### config.mk
export PLATFORM = sky130hd
export DESIGN_NAME = or1200_cust5_sponge_ctrl_flat
export DESIGN_NICKNAME = d
export VERILOG_FILES = /design/src/rtl/or1200_cust5_sponge_ctrl_if.sv /design/src/rtl/or1200_cust5_sponge_ctrl.sv /design/src/flat_wrapper.sv
export SDC_FILE = /design/constraint.sdc
export NUM_CORES = 2
export LEC_CHECK = 0
export ABC_AREA = 1
export CORE_AREA = 8 8 448 450
export DETAILED_ROUTE_END_ITERATION = 7
export DIE_AREA = 0 0 456 458
export PLACE_DENSITY_LB_ADDON = 0.08
export SYNTH_ARGS = -nofsm -noshare
export SYNTH_HDL_FRONTEND = slang
export SYNTH_SLANG_ARGS = --single-unit
### constraint.sdc
create_clock -name clk -period 3.01 [get_ports clk]
set_clock_uncertainty 0.1 [all_clocks]
set_input_delay 0.7525 -clock clk [delete_from_list [all_inputs] [get_ports clk]]
set_output_delay 0.7525 -clock clk [all_outputs]
set_load 0.02 [all_outputs]
### src/rtl/or1200_cust5_sponge_ctrl_if.sv
// Block/digest bus between the cust5 sponge controller (master) and the
// external permutation core (slave).
interface or1200_cust5_sponge_ctrl_if #(
    parameter int RATE_WORDS   = 18,
    parameter int DIGEST_WORDS = 16
);
    logic                         blk_valid;
    logic                         blk_ready;
    logic [32*RATE_WORDS-1:0]     blk_data;
    logic                         blk_first;
    logic                         blk_last;
    logic                         dig_valid;
    logic [32*DIGEST_WORDS-1:0]   dig_data;

    modport master (
        output blk_valid, blk_data, blk_first, blk_last,
        input  blk_ready, dig_valid, dig_data
    );

    modport slave (
        input  blk_valid, blk_data, blk_first, blk_last,
        output blk_ready, dig_valid, dig_data
    );
endinterface

### src/rtl/or1200_cust5_sponge_ctrl.sv
// l.cust5 sponge absorb/squeeze controller: packs message words into rate blocks,
// pads on TAIL, hands blocks to the permutation core and returns the digest.
// Optional OR1200_CUST5_DOMAIN_SEL_EN: HEAD limm[5:4] selects the domain pad byte.
module or1200_cust5_sponge_ctrl #(
    parameter int RATE_WORDS   = 18,
    parameter int DIGEST_WORDS = 16
) (
    input  logic                              clk,
    input  logic                              rst,
    input  logic                              op_valid,
    input  logic [4:0]                        cust5_op,
    input  logic [5:0]                        cust5_limm,
    input  logic [31:0]                       operand_a,
    output logic                              busy,
    output logic [31:0]                       result,
    or1200_cust5_sponge_ctrl_if.master        bus
);
    localparam int WCW = $clog2(RATE_WORDS + 1);

    localparam logic [2:0] S_IDLE     = 3'd0;
    localparam logic [2:0] S_FILL     = 3'd1;
    localparam logic [2:0] S_ISSUE    = 3'd2;
    localparam logic [2:0] S_WAIT_DIG = 3'd3;
    localparam logic [2:0] S_DONE     = 3'd4;

    localparam logic [4:0] OP_HEAD   = 5'b00100;
    localparam logic [4:0] OP_BODY   = 5'b00010;
    localparam logic [4:0] OP_TAIL   = 5'b00001;
    localparam logic [4:0] OP_STORE  = 5'b01000;
    localparam logic [4:0] OP_STATUS = 5'b10000;

    logic [2:0]                   state_q, state_d;
    logic [32*RATE_WORDS-1:0]     buf_q, buf_d;
    logic [WCW-1:0]               wc_q, wc_d;
    logic                         first_q, first_d;
    logic                         last_q, last_d;
    logic                         done_q, done_d;
    logic                         err_q, err_d;
    logic [32*DIGEST_WORDS-1:0]   dig_q, dig_d;
    logic [31:0]                  result_q, result_d;
    logic [31:0]                  tail_word;
    logic                         op_onehot;
    logic                         op_acc;

`ifdef OR1200_CUST5_DOMAIN_SEL_EN
    logic [7:0] dsep_q, dsep_d;
`else
    logic [7:0] dsep_q;
    assign dsep_q = 8'h06;
`endif

    assign op_onehot = (cust5_op != '0) && ((cust5_op & (cust5_op - 5'd1)) == '0);
    assign op_acc    = op_valid && !busy && op_onehot;

    assign busy          = (state_q == S_ISSUE) || (state_q == S_WAIT_DIG);
    assign result        = result_q;
    assign bus.blk_valid = (state_q == S_ISSUE);
    assign bus.blk_data  = buf_q;
    assign bus.blk_first = first_q;
    assign bus.blk_last  = last_q;

    // Top n bytes of the operand, then the domain pad byte, then zeros.
    always_comb begin
        tail_word = '0;
        case (cust5_limm[1:0])
            2'd0:    tail_word = {dsep_q, 24'h0};
            2'd1:    tail_word = {operand_a[31:24], dsep_q, 16'h0};
            2'd2:    tail_word = {operand_a[31:16], dsep_q, 8'h0};
            default: tail_word = {operand_a[31:8], dsep_q};
        endcase
    end

    always_comb begin
        state_d  = state_q;
        buf_d    = buf_q;
        wc_d     = wc_q;
        first_d  = first_q;
        last_d   = last_q;
        done_d   = done_q;
        err_d    = err_q;
        dig_d    = dig_q;
        result_d = result_q;
`ifdef OR1200_CUST5_DOMAIN_SEL_EN
        dsep_d   = dsep_q;
`endif
        case (state_q)
            S_ISSUE: begin
                if (bus.blk_ready) begin
                    first_d = 1'b0;
                    state_d = S_WAIT_DIG;
                end
            end
            S_WAIT_DIG: begin
                if (bus.dig_valid) begin
                    if (last_q) begin
                        dig_d   = bus.dig_data;
                        done_d  = 1'b1;
                        state_d = S_DONE;
                    end else begin
                        wc_d    = '0;
                        buf_d   = '0;
                        state_d = S_FILL;
                    end
                end
            end
            default: begin
                if (op_acc) begin
                    case (cust5_op)
                        OP_HEAD: begin
                            buf_d   = '0;
                            wc_d    = '0;
                            done_d  = 1'b0;
                            first_d = 1'b1;
                            state_d = S_FILL;
`ifdef OR1200_CUST5_DOMAIN_SEL_EN
                            case (cust5_limm[5:4])
                                2'b01:   dsep_d = 8'h1F;
                                2'b10:   dsep_d = 8'h01;
                                default: dsep_d = 8'h06;
                            endcase
`endif
                        end
                        OP_BODY: begin
                            if (state_q == S_FILL) begin
                                for (int unsigned i = 0; i < RATE_WORDS; i++)
                                    if (WCW'(i) == wc_q) buf_d[32*i +: 32] = operand_a;
                                wc_d = wc_q + 1'b1;
                                if (wc_q == WCW'(RATE_WORDS - 1)) begin
                                    last_d  = 1'b0;
                                    state_d = S_ISSUE;
                                end
                            end else begin
                                err_d = 1'b1;
                            end
                        end
                        OP_TAIL: begin
                            if (state_q == S_FILL) begin
                                for (int unsigned i = 0; i < RATE_WORDS; i++) begin
                                    if (WCW'(i) == wc_q)     buf_d[32*i +: 32] = tail_word;
                                    else if (WCW'(i) > wc_q) buf_d[32*i +: 32] = '0;
                                end
                                // OR keeps D intact when it lands in the final byte.
                                buf_d[32*(RATE_WORDS-1) +: 8] = buf_d[32*(RATE_WORDS-1) +: 8] | 8'h80;
                                last_d  = 1'b1;
                                state_d = S_ISSUE;
                            end
                        end
                        OP_STORE: begin
                            result_d = '0;
                            for (int unsigned i = 0; i < DIGEST_WORDS; i++)
                                if (6'(i) == cust5_limm) result_d = dig_q[32*i +: 32];
                        end
                        OP_STATUS: begin
                            result_d = {28'h0, err_q, done_q, (state_q != S_IDLE), first_q};
                        end
                        default: ;
                    endcase
                end
            end
        endcase
    end

    always_ff @(posedge clk) begin
        if (rst) begin
            state_q  <= S_IDLE;
            buf_q    <= '0;
            wc_q     <= '0;
            first_q  <= 1'b0;
            last_q   <= 1'b0;
            done_q   <= 1'b0;
            err_q    <= 1'b0;
            dig_q    <= '0;
            result_q <= '0;
`ifdef OR1200_CUST5_DOMAIN_SEL_EN
            dsep_q   <= 8'h06;
`endif
        end else begin
            state_q  <= state_d;
            buf_q    <= buf_d;
            wc_q     <= wc_d;
            first_q  <= first_d;
            last_q   <= last_d;
            done_q   <= done_d;
            err_q    <= err_d;
            dig_q    <= dig_d;
            result_q <= result_d;
`ifdef OR1200_CUST5_DOMAIN_SEL_EN
            dsep_q   <= dsep_d;
`endif
        end
    end
endmodule

### src/flat_wrapper.sv
// flat-port wrapper written by rule: the top's interface ports become plain ports
module or1200_cust5_sponge_ctrl_flat 
#(
    parameter int RATE_WORDS   = 18,
    parameter int DIGEST_WORDS = 16
)
  (clk, rst, op_valid, cust5_op, cust5_limm, operand_a, busy, result, bus_blk_valid, bus_blk_data, bus_blk_first, bus_blk_last, bus_blk_ready, bus_dig_valid, bus_dig_data);
  or1200_cust5_sponge_ctrl_if #(.RATE_WORDS(RATE_WORDS), .DIGEST_WORDS(DIGEST_WORDS)) bus_i ();
  input  logic clk;
  input  logic rst;
  input  logic op_valid;
  input  logic [4:0] cust5_op;
  input  logic [5:0] cust5_limm;
  input  logic [31:0] operand_a;
  output logic busy;
  output logic [31:0] result;
  output wire logic [$bits(bus_i.blk_valid)-1:0] bus_blk_valid;
  output wire logic [$bits(bus_i.blk_data)-1:0] bus_blk_data;
  output wire logic [$bits(bus_i.blk_first)-1:0] bus_blk_first;
  output wire logic [$bits(bus_i.blk_last)-1:0] bus_blk_last;
  input wire logic [$bits(bus_i.blk_ready)-1:0] bus_blk_ready;
  input wire logic [$bits(bus_i.dig_valid)-1:0] bus_dig_valid;
  input wire logic [$bits(bus_i.dig_data)-1:0] bus_dig_data;
  assign bus_blk_valid = bus_i.blk_valid;
  assign bus_blk_data = bus_i.blk_data;
  assign bus_blk_first = bus_i.blk_first;
  assign bus_blk_last = bus_i.blk_last;
  assign bus_i.blk_ready = bus_blk_ready;
  assign bus_i.dig_valid = bus_dig_valid;
  assign bus_i.dig_data = bus_dig_data;
  or1200_cust5_sponge_ctrl #(.RATE_WORDS(RATE_WORDS), .DIGEST_WORDS(DIGEST_WORDS)) u_core (.clk(clk), .rst(rst), .op_valid(op_valid), .cust5_op(cust5_op), .cust5_limm(cust5_limm), .operand_a(operand_a), .busy(busy), .result(result), .bus(bus_i));
endmodule
==> metrics list <==
- Run status: finished, final reports clean
- Worst Hold Launch: u_core.dig_q[357]$_SDFFE_PP0P_
- The congestion estimate from routability-driven global placement came to 0.960.
- After detailed routing, the average wire length per cell comes to 29.5 µm.
- Reg2reg start: u_core.state_q[2]$_SDFFE_PP0P_
- Wire length on met1: around 120 mm
- The longest clock path from root to sink contains 3 buffers.
* Total Die Area: between 0.2 and 0.25 mm²
- Register area: roughly 0.023 mm²
- For this block, the routed nets add up to approximately 320 mm of wire.
- The final number of hold-violating endpoints was 0.
- Summing over every cut layer, the via total after detailed routing is approximately 53,000.
- Yosys printed 0 warnings.
- Highest-count cells in the layout ignoring fill and taps: sky130_fd_sc_hd__nand2_1, sky130_fd_sc_hd__clkdlybuf4s50_1, sky130_fd_sc_hd__dfxtp_1
- Clock insertion delay at the later pin of the skew report: around 800 ps
- Total core area: 0.194 mm²
* WS Path Type: reg2out
* Post-Layout Inst Area: slightly above 0.07 mm²
- Number of antenna violations at the first check in global routing: between 50 and 60
- Critical-path top delay cell: sky130_fd_sc_hd__clkdlybuf4s50_1
* Wire length of the first global-routing pass: around 430 mm
- Clock buffer count from CTS: approximately 140
- Number of global-route vias before repair: between 50,000 and 60,000
* CTS Hold Bufs: 0
- In this run the power density over the cells is 492 mW/mm².
* Via-to-Cell Ratio: about 4.9
* Vertical die dimension: roughly 460 µm
- In the final layout, the multi-input gates occupy ~0.022 mm².
- At the end of the flow, the number of nets in the layout was 8,719.
* Critical Path Max Stage Delay: around 940 ps
- The critical path starts at u_core.bus.blk_data[151]$_SDFFE_PP0P_.
- The synthesized design contains 0 enable-type register cells.
- The worst setup path is captured at a primary output.
* Floorplan die width: about 460 µm
- From synthesis to final layout, the design area changed by 51.7%.
* Commonest register cell after synthesis: sky130_fd_sc_hd__dfxtp_1
* Detailed-routed wire length on met3: between 15 and 20 mm
- For this design the top-level I/O count stands at 1,172.
- Post-layout minimum cycle time: between 2000 and 3000 ps
- Type of element launching the critical path: flip-flop
- After legalization and detailed placement, the total HPWL measured around 250 mm.
- TritonCTS built the clock tree.
- In this design, the largest share of critical-path delay is due to buffers and inverters.
* Fin cells: approximately 11,000
- For this run, the register share of the synthesized area comes to 47.8%.
- Most common cell after layout, fill and taps aside: sky130_fd_sc_hd__nand2_1
- Htree depth: 4
- Net count after synthesis: approximately 7,300
* Worst ir drop on vdd: 0.000432 V
- Worst Setup Slack, final: between 60 and 70 ps
- Standard-cell rows: about 160
- After clock tree synthesis, the clock-pin slew on the worst setup and hold paths is roughly 60 ps.
- The detailed router finished its first iteration with approximately 4,300 violations.
* Number of nets with antenna violations after detailed routing: 0
- The total overflow left after global routing is 0.
- Routed met2 length: 161 mm
- Placed instance area: around 0.067 mm²
* Post-synth ARST share: 0%
- The post-route netlist has a little under an eighth of its cells at a drive strength greater than 1.
- Once the floorplan was initialized, standard cells occupied 24.5% of the core.
* Unrepaired setup endpoints after global routing: false
- Timing would allow up to ~340 MHz.
* Number of filler cells placed in the layout: approximately 21,000
* Drt drc: 0
* Post-place setup slack: -832 ps
* Post-synthesis instance total: 6,728
* Cell Chain, Critical Path: clkdlybuf4s50_1
- Data on the critical path is required at its endpoint by 2160 ps.
- Including well taps, the total number of placed cells is 10,600.
- Tcrit/Tclk final: 97.9%
* Tightest Hold Check Type: reg2reg
- Maximum number of pins on one net before global-route repair: 140
* Top routing layer used: met5
- The tool flagged a number of max-cap violations equal to 0.
- Reported leakage power: roughly 27 nW
- Data on the critical path arrives at its endpoint at approximately 2100 ps.
- In this run the tightest slew margin relative to its limit is between 40% and 50%.
* Synthesized area divided by synthesized cell count: 7.04 µm²
- The number of setup buffers added after CTS is 0.
* Slew at the pin closest to its max-slew limit: approximately 840 ps
* Count of endpoints failing setup in the final report: 0
- Number of buffers added on ports: 1,171
- Tot GR Track Use: approximately 29%
- Count of cell types in the netlist: 43
* First drt pass iteration count: 6
- Maximum net fanout on the critical path: 2
* Number of pins exceeding their max-slew limit in the final report: 0
- The clock drives ~1,100 sinks.
* Count of buffer and inverter cells on the critical path: 1
* Number of synthesized register bits: 1,132
* Worst hold slack after final layout: roughly 350 ps
- CTS placed an instance of sky130_fd_sc_hd__clkbuf_16 at the clock tree root.
- Area of the mapped netlist: about 0.047 mm²
==> cell type report <==
type,instances,area share [%]
Tap cell,2542,4.42
Inverter,283,1.51
Multi-Input combinational cell,4795,29.9
Clock buffer,204,5.80
Antenna cell,33,0.115
Clock inverter,49,1.10
Timing Repair Buffer,1803,25.6
Sequential cell,1132,31.5
==> sequential cells by signal, indices dropped and copies added (netlist names) <==
name,flops
u_core.bus.blk_data,576
u_core.dig_q,512
u_core.result,32
u_core.wc_q,5
u_core.state_q,3
u_core.bus.blk_first,1
u_core.bus.blk_last,1
u_core.done_q,1
u_core.err_q,1
==> power breakdown <==
part	switching [mW]	internal (mW)
Combinational	1.04	0.989
Sequential	0.00971	15.0
Clock	7.26	11.1
Total	8.31	27.1
==> metal layers <==
layer	up-vias	track usage, %
met1	25900	32.5
met4	24	13.2
met3	448	6.77
li1	25000	-
met2	1858	52.1
met5	-	0
==> stage by stage <==
step	total power [mW]	util, %	setup TNS (ps)
6_report	35.4	37.1	0
5_1_grt	36.4	37.1	0
4_1_cts	35.7	37.1	0
3_5_place_dp	17.4	34.5	-440560
3_3_place_gp	17.4	34.5	-411020
2_1_floorplan	15.8	-	0
==> kinds of logic after synthesis <==
kind of cell | share of synthesized area, %
compound gates | 19.9
flops | 47.8
simple gates | 25.0
buf+inv | 7.23
fa+ha+maj | 0.0792
xor+xnor | 0.0185
==> worst paths after layout <==
path | end | slack, ps | cells past startpoint
setup reg to reg | u_core.dig_q[326]$_SDFFE_PP0P_ | 190 | 14
hold / removal | u_core.dig_q[357]$_SDFFE_PP0P_ | 350 | 2
setup / recovery | bus_blk_data[151] | 60 | 1
hold reg to reg | u_core.dig_q[357]$_SDFFE_PP0P_ | 350 | 2
==> Yosys cell counts (6+ instances only) <==
master | instances | area (µm²)
sky130_fd_sc_hd__nand2_1 | 1353 | 5080
sky130_fd_sc_hd__dfxtp_1 | 1132 | 22700
sky130_fd_sc_hd__nor2_1 | 1126 | 4230
sky130_fd_sc_hd__a21oi_1 | 979 | 4900
sky130_fd_sc_hd__o21ai_0 | 840 | 4200
sky130_fd_sc_hd__clkbuf_1 | 331 | 1240
sky130_fd_sc_hd__nand3_1 | 311 | 1560
sky130_fd_sc_hd__inv_1 | 248 | 931
sky130_fd_sc_hd__buf_2 | 111 | 556
sky130_fd_sc_hd__nand4_1 | 90 | 563
sky130_fd_sc_hd__buf_4 | 32 | 240
sky130_fd_sc_hd__inv_2 | 27 | 101
sky130_fd_sc_hd__buf_1 | 24 | 90.1
sky130_fd_sc_hd__buf_6 | 19 | 214
sky130_fd_sc_hd__a211oi_1 | 17 | 128
sky130_fd_sc_hd__nor3_1 | 17 | 85.1
sky130_fd_sc_hd__nor2_4 | 11 | 124
sky130_fd_sc_hd__clkinv_1 | 6 | 22.5
==> repair_timing <==
action	in CTS	in global routing
gates cloned	0	1
setup endpoints to repair	4	117
gates resized for setup	5	12
No activity file was read; power rests on OpenSTA's default activity.
